<file path="src/rtl/ps2_frame_rx.sv">
// PS/2 device-to-host frame receiver: synchronises and filters PS2C/PS2D, deserialises
// 11-bit frames, folds E0/F0 prefixes into flags and emits one strobe per event.
module ps2_frame_rx #(
    parameter int FILTER_LEN     = 8,
    parameter int TIMEOUT_CYCLES = 50000
) (
    input  logic       clk25,
    input  logic       clr,
    input  logic       PS2C,
    input  logic       PS2D,
    output logic [7:0] code,
    output logic       code_valid,
    output logic       is_break,
    output logic       is_ext,
    output logic       err_parity,
    output logic       err_frame
);

    localparam int TW = $clog2(TIMEOUT_CYCLES);
    // Registered strobe lands TIMEOUT_CYCLES-1 cycles after the fall cycle.
    localparam logic [TW-1:0] TMO_LAST = TW'(TIMEOUT_CYCLES - 3);

    typedef enum logic [1:0] {IDLE, DATA, PARITY, STOP} state_t;

    logic [1:0]            c_sync_q, d_sync_q;
    logic [FILTER_LEN-1:0] c_sh_q, d_sh_q;
    logic                  c_f_q, c_f_d, d_f_q, d_f_d, c_fp_q;
    logic                  fall, bit_in;

    state_t        state_q;
    logic [2:0]    bitcnt_q;
    logic [7:0]    shreg_q;
    logic          par_q;
    logic          ext_pend_q, brk_pend_q;
    logic [TW-1:0] tmo_q;
    logic [7:0]    code_q;
    logic          brk_q, ext_q, valid_q, perr_q, ferr_q;

    always_comb begin
        c_f_d = c_f_q;
        d_f_d = d_f_q;
        if (&c_sh_q)       c_f_d = 1'b1;
        else if (~|c_sh_q) c_f_d = 1'b0;
        if (&d_sh_q)       d_f_d = 1'b1;
        else if (~|d_sh_q) d_f_d = 1'b0;
    end

    always_ff @(posedge clk25 or posedge clr) begin
        if (clr) begin
            c_sync_q <= 2'b11;
            d_sync_q <= 2'b11;
            c_sh_q   <= '1;
            d_sh_q   <= '1;
            c_f_q    <= 1'b1;
            d_f_q    <= 1'b1;
            c_fp_q   <= 1'b1;
        end else begin
            c_sync_q <= {c_sync_q[0], PS2C};
            d_sync_q <= {d_sync_q[0], PS2D};
            c_sh_q   <= {c_sh_q[FILTER_LEN-2:0], c_sync_q[1]};
            d_sh_q   <= {d_sh_q[FILTER_LEN-2:0], d_sync_q[1]};
            c_f_q    <= c_f_d;
            d_f_q    <= d_f_d;
            c_fp_q   <= c_f_q;
        end
    end

    assign fall   = c_fp_q & ~c_f_q;
    assign bit_in = d_f_q;

    always_ff @(posedge clk25 or posedge clr) begin
        if (clr) begin
            state_q    <= IDLE;
            bitcnt_q   <= '0;
            shreg_q    <= '0;
            par_q      <= 1'b0;
            ext_pend_q <= 1'b0;
            brk_pend_q <= 1'b0;
            tmo_q      <= '0;
            code_q     <= '0;
            brk_q      <= 1'b0;
            ext_q      <= 1'b0;
            valid_q    <= 1'b0;
            perr_q     <= 1'b0;
            ferr_q     <= 1'b0;
        end else begin
            valid_q <= 1'b0;
            perr_q  <= 1'b0;
            ferr_q  <= 1'b0;

            if (state_q == IDLE || fall) tmo_q <= '0;
            else                         tmo_q <= tmo_q + 1'b1;

            case (state_q)
                IDLE: begin
                    if (fall && !bit_in) begin
                        state_q  <= DATA;
                        bitcnt_q <= '0;
                    end
                end
                DATA: begin
                    if (fall) begin
                        shreg_q  <= {bit_in, shreg_q[7:1]};
                        bitcnt_q <= bitcnt_q + 3'd1;
                        if (bitcnt_q == 3'd7) state_q <= PARITY;
                    end
                end
                PARITY: begin
                    if (fall) begin
                        par_q   <= bit_in;
                        state_q <= STOP;
                    end
                end
                STOP: begin
                    if (fall) begin
                        state_q <= IDLE;
                        if (!bit_in) begin
                            ferr_q     <= 1'b1;
                            ext_pend_q <= 1'b0;
                            brk_pend_q <= 1'b0;
                        end else if (~^{shreg_q, par_q}) begin
                            perr_q     <= 1'b1;
                            ext_pend_q <= 1'b0;
                            brk_pend_q <= 1'b0;
                        end else if (shreg_q == 8'hE0) begin
                            ext_pend_q <= 1'b1;
                        end else if (shreg_q == 8'hF0) begin
                            brk_pend_q <= 1'b1;
                        end else begin
                            code_q     <= shreg_q;
                            brk_q      <= brk_pend_q;
                            ext_q      <= ext_pend_q;
                            valid_q    <= 1'b1;
                            ext_pend_q <= 1'b0;
                            brk_pend_q <= 1'b0;
                        end
                    end
                end
                default: state_q <= IDLE;
            endcase

            // Abandon a stalled partial frame; a fall in this cycle takes precedence.
            if (state_q != IDLE && !fall && tmo_q == TMO_LAST) begin
                state_q    <= IDLE;
                ferr_q     <= 1'b1;
                ext_pend_q <= 1'b0;
                brk_pend_q <= 1'b0;
            end
        end
    end

    assign code       = code_q;
    assign code_valid = valid_q;
    assign is_break   = brk_q;
    assign is_ext     = ext_q;
    assign err_parity = perr_q;
    assign err_frame  = ferr_q;

endmodule
</file>
<file path="config.mk">
export PLATFORM = sky130hd
export DESIGN_NAME = ps2_frame_rx
export DESIGN_NICKNAME = d
export VERILOG_FILES = /design/src/rtl/ps2_frame_rx.sv
export SDC_FILE = /design/constraint.sdc
export NUM_CORES = 1
export LEC_CHECK = 0
export CORE_MARGIN = 3
export CORE_UTILIZATION = 29
export CTS_BUF_LIST = sky130_fd_sc_hd__clkbuf_16
export DETAILED_ROUTE_END_ITERATION = 6
export DONT_BUFFER_PORTS = 1
export MAX_ROUTING_LAYER = met4
export SYNTH_ARGS = -nofsm -noshare
export SYNTH_HDL_FRONTEND = slang
export SYNTH_SLANG_ARGS = --single-unit
</file>
<file path="constraint.sdc">
create_clock -name clk25 -period 4.3 [get_ports clk25]
set_input_delay 0.645 -clock clk25 [delete_from_list [all_inputs] [get_ports clk25]]
set_output_delay 0.645 -clock clk25 [all_outputs]
set_load 0.005 [all_outputs]
</file>
## Word level (Yosys, flattened, before mapping)

Cells that the tools add are included.

- Add/subtract/negate cells: 2
- Equal/unequal tests: 18
- Mux-type cells: 43
- Bitwise operators: 5
- Reductions and logical operators: 23

Operator list:

| kind | number |
|---|---|
| $mux W1 | 32 |
| $add A16 B1 Y16 const B | 1 |
| $eq A16 B16 Y1 const B | 1 |
| $eq A8 B8 Y1 const B | 2 |
| $mux W16 | 1 |
| $reduce_and A8 Y1 | 2 |
| $reduce_or A8 Y1 | 2 |
| $mux W2 | 6 |
| $ne A3 B3 Y1 const B | 4 |
| $reduce_and A3 Y1 | 3 |
| $reduce_xnor A9 Y1 | 1 |
| $pmux W2 S4 | 1 |
| $reduce_bool A2 Y1 | 4 |
| $mux W3 | 2 |
| $ne A2 B2 Y1 const B | 3 |
| $pmux W3 S2 | 1 |
| $reduce_and A6 Y1 | 1 |
| $ne A5 B4 Y1 const B | 1 |
| $reduce_and A5 Y1 | 1 |
| $eq A2 B2 Y1 const B | 2 |
| $ne A4 B3 Y1 const B | 1 |
| $not A1 Y1 | 4 |
| $reduce_and A2 Y1 | 2 |
| $add A3 B1 Y3 const B | 1 |
| 9 further kinds | 12 |

- Flip-flop bits (word level): 68
- Input port bits: 4
- Output and inout port bits: 13
- Logic and storage cells: 111

## Longest topological paths before layout

- Word-level depth: 8
- Depth in mapped cells: 7
- Depth with buffers taken out: 7

## Worst setup path after synthesis

No wires, ideal clock.

- Path kind: register -> register
- Start point: register tmo_q[4]
- End point: register state_q[0]
- Library setup time: 0.124 ns
- Arrival: 1.998 ns
- Data required time: 4.176 ns
- Setup slack: 2.178 ns
- Stages on the path, launching flop included: 6
- Path buffers: 0
- Clock period less this slack: 2.122 ns
- Cells stage by stage: dfrtp_1 or4b_1 or4b_1 or4_4 o2111ai_2 o21ai_2

- Longest elaborated chain between the ends: 4
- Elaborated cells between the ends (all ways): 9
- Those cells by class: eq/ne (6); mux (1); reduce/logical (2)

RTL lines:

| what | RTL line | source |
|---|---|---|
| start: declaration | 35 | `logic [TW-1:0] tmo_q;` |
| start signal: assignment | 92 | `else tmo_q <= tmo_q + 1'b1;` |
| $eq A16 B16 Y1 * | 143 | `if (state_q != IDLE && !fall && tmo_q == TMO_LAST) begin` |
| $logic_and A1 B1 Y1 * | 143 |  |
| $ne A3 B3 Y1 (no source line) / $ne A3 B1 Y1 (equally long branches) | - |  |
| $reduce_and A5 Y1 (no source line) | - |  |
| end signal: assignment | 116 | `state_q <= IDLE;` |
| end signal: assignment | 139 | `default: state_q <= IDLE;` |
| end signal: assignment | 144 | `state_q <= IDLE;` |
| end: declaration | 30 | `state_t state_q;` |

Mark *: on every way between the ends. The rest lies on a longest branch, timed or not.
A chain may end at the register's enable or synchronous reset.

## Worst setup path after layout

- Start point: register tmo_q[4]
- End point: register state_q[1]

Same word-level chain as after synthesis.

==> impl_results.md <==
- Status: finished, final reports clean
- Multi-input logic area: 1100 sq um
- Layout Nets: about 260
- Initial Util: 30.5%
- Clock Latency Late Sink: around 0.33 ns
- Register area share after synthesis: 60.0%
- F_max: about 430 MHz
- Synth warnings: 0
- Longest Clk Path Bufs: 2
- Final Worst Setup Slack: around 2.0 ns
- Area of the core: around 9500 sq um
- Clk_skew: 0.00506 ns
- Post-synth EDFFs: 0
- DP Wirelength: 3290 microns
- Synth Instances: around 240
- Relative slew slack: between 40 and 50%
- Antenna violations before repair: 0
- CP max stage delay: ~0.54 ns
- DRT Pass-1 Iters: 4
- Die Area: about 11000 sq um
- Register area: roughly 1700 sq um
- TNS Setup: 0 ns
- Fill count: 966
- Initial detailed-routing violation count: 62
- Final Critical Period: ~2.3 ns
- Max cap viols: 0
- Antenna Nets Post-Route: 0
- H-Tree Depth: 3
- CTS Buf Count: 9
- Die height: ~110 microns
- Fraction of registers with async set/reset: 100%
- CP Buf/Inv Count: 0
- Worst path required time: 4.51 ns
- Final Wtd Congestion: between 0.7 and 0.8
- Row count: 35
- GRT Overall Usage: roughly 10%
- DRC: 0
- Vias after detailed routing: 1767
- CTS Sinks: about 70
- Vias in the first global route: roughly 1800
- # diodes: 0
- Cell Pwr Density: between 500 and 600 nW/um^2
- First-pass GRT wire length: 8760 microns
- Vias per cell: between 4 and 5
- Predominant post-synthesis flop cell: dfrtp_1
- Stages on worst setup path: 5
- Post-place setup slack: 2.01 ns
- Clk slew on worst S/H paths: ~0.060 ns
- Critical path type: flip-flop to flip-flop
- Type of origin of the critical path: flip-flop
- Setup violations, final: 0
- Ports: 17
- Leakage: 0.00143 uW
- Cell mode on critical path: or4b_1
- Setup slack, reg-to-reg: roughly 2 ns
- Hold-fix buffers, CTS: 0
- CP top delay family: simple AND/OR/NAND/NOR gates
- Resize count post-CTS: 0
- Max FO, Critical Path: 5
- CP cell instances: or4b_1 -> or4b_1 -> nor4_1 -> o21a_1 -> o21ai_1
- Max-slew violation total from the final report: 0
- Slowest cell on crit path: or4b_1
- Largest net degree at the start of global routing: 40
- Avg WL per Cell: approximately 13 microns
- Synthesis-to-finish area growth: 15.1%
- Postcts setup bufs: 0
- Hold Path Class: input port to async pin
- Synth Net Count: 250
- Share of post-route cells with drive strength above 1: 25.8%
- CP arrival: around 2.5 ns
- TritonCTS clock tree: done
- RSZ-0062 raised after global routing: no
- Worst Tran Pin Value: ~0.8 ns
- Total gr overflow: 0
- Synth Register Bits: just under 70
- Clk root buf: clkbuf_16
- FF-to-FF path depth: 5
- Synthesized area: 2880 sq um
- Hold Fails Final Rpt: 0
- Peak supply drop: around 0.00025 V
- WL final: around 5000 microns
- Buffers on Ports: 0
- Post-synthesis cell type count: 40
- CP Capture Type: flip-flop
- Chip width: 106 microns
- Final period util: between 50 and 60%
- Avg Cell Area, Syn: roughly 12 sq um
synth_stat cells, types with 7 or more instances:
master / instances / share of area [%]
nand4_1: 8 / 1.7
nand3_1: 10 / 1.7
xor2_1: 8 / 2.4
dfstp_2: 23 / 21
nor2_1: 17 / 2.2
mux2_2: 19 / 7.4
dfrtp_1: 45 / 39
ha_1: 9 / 3.9
inv_1: 7 / 0.91
nand2_1: 20 / 2.6
xnor2_1: 7 / 2.1
o21ai_0: 11 / 1.9
power breakdown:
group | total, uW | switching (uW) | internal (uW)
logic | 289 | 171 | 117
registers | 740 | 43.1 | 697
clock network | 710 | 265 | 445
state kept, by name, summed over array words and instances, names as in the netlist:
name,cells
tmo_q,16
err_frame,1
code_valid,1
bitcnt_q,3
brk_pend_q,1
c_sh_q,8
par_q,1
bit_in,1
shreg_q,8
d_sync_q,2
d_sh_q,8
code,8
err_parity,1
c_sync_q,2
c_fp_q,1
ext_pend_q,1
c_f_q,1
is_break,1
is_ext,1
state_q,2
final timing paths:
| check | start | end |
|---|---|---|
| max in group asynchronous | clr | bit_in$_DFFE_PP1P_ |
| worst min-delay path | clr | tmo_q[3]$_DFF_PP0_ |
| worst min register to register | c_sync_q[1]$_DFF_PP1_ | c_sh_q[0]$_DFF_PP1_ |
| min in group clk25 | PS2C | c_sync_q[0]$_DFF_PP1_ |
| worst max-delay path | tmo_q[4]$_DFF_PP0_ | state_q[1]$_DFFE_PP0P_ |
| worst max register to register | tmo_q[4]$_DFF_PP0_ | state_q[1]$_DFFE_PP0P_ |
per-layer routing:
layer,track usage [%],vias to the layer above,wire length [microns]
met2,14.5,39,2130
li1,-,840,-
met1,12.8,879,2450
met5,-,-,0
met3,4.29,9,273
met4,3.33,0,63
cells in the final DEF, fill, tap and decap left out, drive strengths merged, types with 6 or more instances in the layout:
| cell type | count |
|---|---|
| a21oi | 6 |
| clkbuf | 9 |
| dfrtp | 45 |
| dfstp | 23 |
| ha | 9 |
| inv | 8 |
| mux2 | 19 |
| nand2 | 20 |
| nand3 | 10 |
| nand4 | 8 |
| nor2 | 17 |
| o21ai | 14 |
| or3 | 6 |
| xnor2 | 7 |
| xor2 | 8 |
cells by family after synthesis:
kind of cell,Yosys count,synth area share (%)
adder cells (fa/ha/maj),9,3.90
XOR/XNOR,16,5.34
buffers and inverters,13,1.74
multiplexers,20,7.77
AND/OR/NAND/NOR,82,15.0
AO/OA/AOI/OAI,29,6.29
flip-flops,68,60.0
cell type report:
cell class | count | area share [%]
flip-flops and latches | 68 | 52.1
multi-input cells | 156 | 33.2
clock buffers | 9 | 6.78
well taps | 129 | 4.86
clock inverters | 7 | 2.00
inverters | 7 | 0.791
repair buffers | 1 | 0.226
per-stage QoR:
| stage | cells | hold slack [ns] | total power (uW) | utilization [%] | cell area (sq um) |
|---|---|---|---|---|---|
| CTS | 377 | 0.299 | 1760 | 35.1 | 3320 |
| floorplan | 237 | 0.345 | 978 | - | 2880 |
| global route | 377 | 0.297 | 1830 | 35.1 | 3320 |
| finish | 377 | 0.280 | 1740 | 35.1 | 3320 |
| global placement | 361 | 0.347 | 1030 | 32.0 | 3030 |
| detailed placement | 361 | 0.347 | 1040 | 32.0 | 3030 |
(Power assumes the default switching activity.)
